### src/rtl/bus_arbiter.sv
// bus_arbiter
// Lets up to N_MASTERS bus masters share the single slave side of the system
// bus. Only one transaction is granted at a time, and it runs until the slave
// drops s_stall. Arbitration is round-robin, or fixed priority with the lowest
// index winning.
//
// Ports
//   clk, rst          clock; asynchronous active-high reset
//   m_address/m_read/m_write/m_data_wr/m_mask
//                     packed per-master request buses (slice i = master i)
//   m_stall           per-master stall, combinational
//   m_data_rd(_2)     slave read data broadcast to every master
//   m_interrupt       slave interrupt vector broadcast to every master
//   s_*               slave-side bus, driven from the granted master
//   grant_valid       a transaction is in flight (state BUSY)
//   grant_idx         index of the granted master
module bus_arbiter #(
    parameter int N_MASTERS      = 3,
    parameter int FIXED_PRIORITY = 0
) (
    input  logic                     clk,
    input  logic                     rst,
    input  logic [N_MASTERS*32-1:0]  m_address,
    input  logic [N_MASTERS-1:0]     m_read,
    input  logic [N_MASTERS-1:0]     m_write,
    input  logic [N_MASTERS*32-1:0]  m_data_wr,
    input  logic [N_MASTERS*4-1:0]   m_mask,
    output logic [N_MASTERS-1:0]     m_stall,
    output logic [31:0]              m_data_rd,
    output logic [31:0]              m_data_rd_2,
    output logic [5:0]               m_interrupt,
    output logic [31:0]              s_address,
    output logic                     s_read,
    output logic                     s_write,
    output logic [31:0]              s_data_wr,
    output logic [3:0]               s_mask,
    input  logic                     s_stall,
    input  logic [31:0]              s_data_rd,
    input  logic [31:0]              s_data_rd_2,
    input  logic [5:0]               s_interrupt,
    output logic                     grant_valid,
    output logic [2:0]               grant_idx
);

    typedef enum logic {IDLE, BUSY} state_t;

    state_t     state_reg, state_next;
    logic [2:0] grant_idx_reg, grant_idx_next;
    logic [2:0] last_idx_reg, last_idx_next;

    logic [N_MASTERS-1:0] req;
    logic [N_MASTERS-1:0] grant_oh;
    logic                 granted_req;
    logic [2:0]           winner;

    logic [31:0] addr_arr [N_MASTERS];
    logic [31:0] wdata_arr[N_MASTERS];
    logic [3:0]  mask_arr [N_MASTERS];

    assign req = m_read | m_write;

    // Unpack the per-master buses and build a one-hot view of the grant
    // register so the muxes below only ever index with loop constants.
    generate
        for (genvar gi = 0; gi < N_MASTERS; gi++) begin : g_master
            assign addr_arr[gi]  = m_address[gi*32 +: 32];
            assign wdata_arr[gi] = m_data_wr[gi*32 +: 32];
            assign mask_arr[gi]  = m_mask[gi*4 +: 4];
            assign grant_oh[gi]  = (grant_idx_reg == 3'(gi));
            // Stall every requester except the granted one in its completion cycle.
            assign m_stall[gi]   = req[gi] &
                                   ~((state_reg == BUSY) & grant_oh[gi] & ~s_stall);
        end
    endgenerate

    assign granted_req = |(req & grant_oh);

    // Winner selection. Round-robin rotates the doubled request vector so the
    // search starts at last_idx+1, finds the lowest set bit, then adds the
    // rotation back modulo N_MASTERS. The sum stays below 2*N_MASTERS, so a
    // single conditional subtraction covers the wrap.
    logic [2*N_MASTERS-1:0] req_rot;
    logic [3:0]             rr_base, rr_sum;
    logic [2:0]             rr_off, fp_idx;

    always_comb begin
        rr_base = {1'b0, last_idx_reg} + 4'd1;
        req_rot = {req, req} >> rr_base;
        rr_off  = '0;
        for (int k = N_MASTERS - 1; k >= 0; k--) begin
            if (req_rot[k]) rr_off = 3'(k);
        end
        rr_sum = rr_base + {1'b0, rr_off};
        if (rr_sum >= 4'(N_MASTERS)) rr_sum = rr_sum - 4'(N_MASTERS);

        fp_idx = '0;
        for (int k = N_MASTERS - 1; k >= 0; k--) begin
            if (req[k]) fp_idx = 3'(k);
        end

        winner = (FIXED_PRIORITY != 0) ? fp_idx : rr_sum[2:0];
    end

    // Next-state logic. A granted master that drops its request aborts the
    // transaction and is treated like a completion for round-robin purposes.
    always_comb begin
        state_next     = state_reg;
        grant_idx_next = grant_idx_reg;
        last_idx_next  = last_idx_reg;
        case (state_reg)
            IDLE: begin
                if (|req) begin
                    state_next     = BUSY;
                    grant_idx_next = winner;
                end
            end
            BUSY: begin
                if (!granted_req || !s_stall) begin
                    state_next    = IDLE;
                    last_idx_next = grant_idx_reg;
                end
            end
            default: state_next = IDLE;
        endcase
    end

    always_ff @(posedge clk or posedge rst) begin
        if (rst) begin
            state_reg     <= IDLE;
            grant_idx_reg <= '0;
            last_idx_reg  <= 3'(N_MASTERS - 1);
        end else begin
            state_reg     <= state_next;
            grant_idx_reg <= grant_idx_next;
            last_idx_reg  <= last_idx_next;
        end
    end

    // Slave-side mux. It depends only on registered state and the master
    // inputs, so s_stall never reaches s_read/s_write combinationally. An
    // aborting master has read and write low, which clears them here as well.
    always_comb begin
        s_address = '0;
        s_data_wr = '0;
        s_mask    = '0;
        s_read    = 1'b0;
        s_write   = 1'b0;
        if (state_reg == BUSY) begin
            for (int k = 0; k < N_MASTERS; k++) begin
                if (grant_oh[k]) begin
                    s_address = addr_arr[k];
                    s_data_wr = wdata_arr[k];
                    s_mask    = mask_arr[k];
                    s_read    = m_read[k];
                    s_write   = m_write[k];
                end
            end
        end
    end

    assign m_data_rd   = s_data_rd;
    assign m_data_rd_2 = s_data_rd_2;
    assign m_interrupt = s_interrupt;
    assign grant_valid = (state_reg == BUSY);
    assign grant_idx   = grant_idx_reg;

endmodule

### config.mk
export PLATFORM = sky130hd
export DESIGN_NAME = bus_arbiter
export DESIGN_NICKNAME = d
export VERILOG_FILES = /design/src/rtl/bus_arbiter.sv
export SDC_FILE = /design/constraint.sdc
export NUM_CORES = 1
export LEC_CHECK = 0
export BUFFER_PORTS_ARGS = -buffer_cell sky130_fd_sc_hd__buf_2
export CAP_MARGIN = 10
export CORE_AREA = 10 10 160 162
export CTS_CLUSTER_DIAMETER = 50
export CTS_CLUSTER_SIZE = 16
export DETAILED_ROUTE_END_ITERATION = 10
export DIE_AREA = 0 0 170 172
export GPL_ROUTABILITY_DRIVEN = 0
export GPL_TIMING_DRIVEN = 0
export PLACE_DENSITY = 0.43
export SYNTH_ARGS = -nofsm -noshare
export SYNTH_HDL_FRONTEND = slang
export SYNTH_SLANG_ARGS = --single-unit
### constraint.sdc
create_clock -name clk -period 3.3 [get_ports clk]
set_input_delay 0.495 -clock clk [delete_from_list [all_inputs] [get_ports clk]]
set_output_delay 0.495 -clock clk [all_outputs]
set_load 0.01 [all_outputs]
### Word level (Yosys, flattened, before mapping)

Index checks and enable logic that the tools add are counted.

* add/subtract/negate cells: 3
* order comparisons: 1
* equality and inequality tests: 2
* shift-type cells: 1
* mux-type cells: 27
* bitwise gates (word level): 16
* reductions and logical operators: 8

Operator list (count)
* 32-bit two-way mux: 8
* 4-bit two-way mux: 4
* 1-bit two-way mux: 10
* 1-bit bitwise AND: 9
* 2-bit two-way mux: 3
* 3-bit OR reduction: 2
* 6-bit by 4-bit >> shifter with 3-bit output: 1
* 1-bit inverter: 5
* 3-bit by 1-bit adder with 4-bit output, second input constant: 1
* 4-bit by 2-bit adder with 4-bit output: 1
* 4-bit by 2-bit greater-or-equal comparator with 1-bit output, second input constant: 1
* 2-bit AND reduction: 2
* 3-bit bitwise AND: 1
* 3-bit by 1-bit equality test with 1-bit output, second input constant: 1
* 3-bit by 2-bit equality test with 1-bit output, second input constant: 1
* 3-bit zero test: 1
* 3-bit two-way mux: 1
* 3-bit OR: 1
* 3-bit by 2-bit subtractor with 3-bit output, second input constant: 1
* 1-bit zero test: 2
* 1-bit one-hot mux with 2 select lines: 1
* 1-bit logical OR: 1

* register bits: 7
* input port bits: 283
* output and inout port bits: 147
* word-level logic and storage cells: 61

### Depth between registers and ports, before layout

* depth in word-level cells: 8
* gate-level depth with buffers: 12
* gate-level depth less buffers: 12

### Worst setup path before layout

OpenSTA, ideal clock, no wires.

* path kind: in2reg
* start: input m_write[1]
* end: register grant_idx_reg[1] (netlist: grant_idx[1])
* setup time: 0.120 ns
* data arrival time: 2.724 ns
* data required time: 3.180 ns
* slack: 0.457 ns
* stages on the path: 12
* buffers on the path: 0
* path through: or2_1 -> nor4_1 -> a31oi_1 -> a21o_1 -> ha_1 -> fa_1 -> inv_1 -> ha_1 -> nor2_1 -> a21oi_1 -> o22a_1 -> a31o_1

* longest elaborated chain between the ends: 8
* elaborated cells between the ends (all ways): 11
* classes of those cells: add/sub: 2; order compare: 1; shift: 1; mux: 4; bitwise: 1; reduce/logical: 2

Ends and longest elaborated chain
* start: declaration: line 25 `input logic [N_MASTERS-1:0] m_write,`
* 3-bit OR *: line 60 `assign req = m_read | m_write;`
* 6-bit by 4-bit >> shifter with 3-bit output: line 88 `req_rot = {req, req} >> rr_base;`
* 2-bit two-way mux (3 in a row): line 91 `if (req_rot[k]) rr_off = 3'(k);`
* 4-bit by 2-bit adder with 4-bit output: line 93 `rr_sum = rr_base + {1'b0, rr_off};`
* 4-bit by 2-bit greater-or-equal comparator with 1-bit output / 3-bit by 2-bit subtractor with 3-bit output (equally long branches): line 94 `if (rr_sum >= 4'(N_MASTERS)) rr_sum = rr_sum - 4'(N_MASTERS);`
* 3-bit two-way mux: line 94
* end signal: assignment: line 134 `grant_idx_reg <= grant_idx_next;`
* end: declaration: line 48 `logic [2:0] grant_idx_reg, grant_idx_next;`

Mark *: on every way between the ends. The rest lies on a longest branch, timed or not.
A chain may end at the register's enable or synchronous reset.

### Final worst setup path

Ends and elaborated chain as after synthesis.

==> flow_summary.yaml <==
floorplan:
  dieArea_sq_um: 29240
  die_y_um: 172
  die_x_um: 170
  ios: 430
  core-area_sq_um: 22370
  start_util_pct: 15.55
  rows: 55
critical_path:
  required_ns: 3.41
  max_stage_delay_ns: 0.49
  path_cells: "buf_2 -> or2_1 -> nor4_1 -> a31oi_1 -> a21o_1 -> ha_1 -> fa_1 -> inv_1 -> ha_1 -> nor2b_1 -> a21oi_1 -> o22a_1 -> a31o_1"
  cp_common_cell: "ha_1"
  start_kind: "input port"
  slowest_stage: "fa_1"
  path_max_fanout: 5
  crit_arrival_ns: 3.02
  r2r.worst_path.cells: 12
  cp-end-kind: "flip-flop"
  critPathKind: "in -> reg"
drt:
  drt-total-wl_um: 20820
  via_count: 4643
  first_pass_iters: 4
  ant_nets: 0
  vias_per_cell: 4.142
  drt_iter0_drc: 200
  wl_per_cell_um: 18.57
  post-route-drc-count: 0
worst_hold_path:
  hold_path.class: "in -> async"
yosys:
  syn_inst: 473
  ys_async_sr_fraction_pct: 100.0
  yosys.cell_types.count: 47
  synth_largest_area_cell: "o221ai_2"
  synth_warnings: 0
  synth_edf_count: 0
  yosysTopAreaCellShare_pct: 29.36
  yosysSeqAreaShare_pct: 5.074
  ys_seq_elements: 7
  syn_area_sq_um: 3477
  ys.flop_type: "dfrtp_1"
  syn_nets: 760
  synth.top_cells.by_area: "o221ai_2 (29%), buf_4 (17%), o21ai_0 (10%), nor2_1 (8.6%), inv_1 (8.2%)"
  syn_avg_cell_area_sq_um: 7.351
placed_design:
  placed_area_sq_um: 5630
  portBuffers: 359
  placedCellCount: 1117
  post-dp-hpwl_um: 18160
sta:
  finalHoldViolCount: 0
  max_slew.worst_pin.slew_ns: 0.5568
  drv_slew: 0
  slew_headroom_pct: 62.88
  timing.hold.ws_ns: 0.1917
  fin_crit_sh_pct: 88.03
  fmax_ghz: 0.3443
  setup_viol: 0
  period_needed_ns: 2.905
  setup-tns-final_ns: 0
  grt_setup_unrepaired: "false"
  finalClockSkew_ns: 0.002570
global_route:
  grt_pass1_wl_um: 29280
  grt_pass1_vias: 4906
  gr-total-overflow: 0
  grt_max_degree: 11
  grt_antenna_before_repair: 3
  grt_usage_pct: 12.61
clocking:
  cts_sinks: 7
  clk_pin_slew_ns: 0.04
  postCtsSetupBuffers: 0
  hold_buffers: 0
  clk_latency_ns: 0.23
  cts_resized: 0
  clk_path_buf_depth: 2
  cts_tree: "built"
  cts_buffers: 3
  htreeDepth: 1
  clockRootBuffer: "clkbuf_16"
power_and_ir_drop:
  internal_power_w: 0.001940
  vdd_ir_drop_max_mv: 0.2424
  pwr-share-clk_pct: 4.8
  pwr-share-comb_pct: 90.4
  switching_share_pct: 54.95
  leakage_nw: 3.048
  p_seq_share_pct: 4.8
  power_w: 0.004305
  powerDensity_nw_per_um2: 754.0
  p_sw_w: 0.002365
run:
  drv_cap: 0
cells_and_area:
  seq_area_sq_um: 176.4
  multi_input_area_sq_um: 2161
  area_delta_synth_final_pct: 64.20
  final_area_sq_um: 5709
  final_cells: 1121
  n_fill_cell: 2550
  fin_nets: 1124
  drive_gt1_share_pct: 64.35
  antenna_cells: 0
status:
  status: "complete, no violations"
final cells by class:
| type | instances | share of cell area [%] |
|---|---|---|
| plain buffers | 110 | 14.90 |
| clock buffers | 4 | 1.381 |
| inverters | 77 | 5.062 |
| multi-input cells | 279 | 37.85 |
| flip-flops and latches | 7 | 3.090 |
| well taps | 285 | 6.246 |
| repair buffers | 359 | 31.47 |
worst max-delay path: cells and delay by family:
kind            cells  cell delay (ns)
simple gates        3             0.68
buf+inv             2             0.15
compound gates      5             0.75
fa+ha+maj           3             0.92
Yosys cell counts (all sizes together) (2+ instances only):
cell type and number:
buf 95, a32o 2, clkbuf 15, nor2b 5, nor4 4, a21oi 6, o221ai 68, dfrtp 6
ha 3, nand2 5, o22ai 2, nand2b 2, a21o 2, nor2 81, inv 77, o21ai 71
a31oi 4, nor3 3, or2 3
cells by family after synthesis:
kind of cell	share of synthesized area, %
AND/OR/NAND/NOR	14.39
AO/OA/AOI/OAI	45.84
buffers and inverters	32.78
adder cells (fa/ha/maj)	1.655
XOR/XNOR	0.2519
flip-flops	5.074
routing by layer:
layer,up-vias,global-route usage [%],share of wire (%)
li1,2313,-,-
met1,2098,14.63,38
met2,212,23.23,53
met3,14,3.648,9.0
met4,6,0.9535,0.66
met5,-,0,0.14
metrics by stage:
stage                     util [%]  setup slack [ns]
after detailed placement     25.17            0.1729
after global placement       25.17            0.1711
after global routing         25.53            0.1891
after CTS                    25.53            0.4060
final                        25.53            0.3952
after floorplan                  -            0.4565
path summary, 6_finish.rpt:
path	from	to	slack, ns
setup reg to reg	last_idx_reg[1]	grant_idx[1]	0.40
hold / removal	rst	grant_valid	0.19
hold reg to reg	last_idx_reg[1]	last_idx_reg[1]	0.54
min in group clk	last_idx_reg[1]	last_idx_reg[1]	0.54
setup / recovery	m_write[1]	grant_idx[1]	0.40
max in group asynchronous	rst	last_idx_reg[1]	2.83
power groups by stage:
stage | registers (W) | clock network, W | logic (W)
after floorplan | 0.000192 | 0 | 0.00262
after global placement | 0.000214 | 0 | 0.00395
after detailed placement | 0.000211 | 0 | 0.00395
after CTS | 0.000212 | 0.000207 | 0.00396
after global routing | 0.000222 | 0.000214 | 0.00430
final | 0.000207 | 0.000207 | 0.00389
cell usage in the layout (no fill, tap or decap), types with 2 or more instances in the layout:
master / n
buf_2: 368
nor2_1: 80
buf_4: 77
inv_1: 76
o21ai_0: 70
o221ai_2: 68
clkbuf_1: 16
buf_12: 8
a21oi_1: 6
dfrtp_1: 6
nor2b_1: 5
a31oi_1: 4
nand2_1: 4
nor3_2: 3
nor4_1: 3
ha_1: 3
clkbuf_16: 3
or2_1: 2
nand2b_1: 2
a32o_1: 2
a21o_1: 2
o22ai_2: 2
Note: power is estimated with default switching activity, not from simulation.
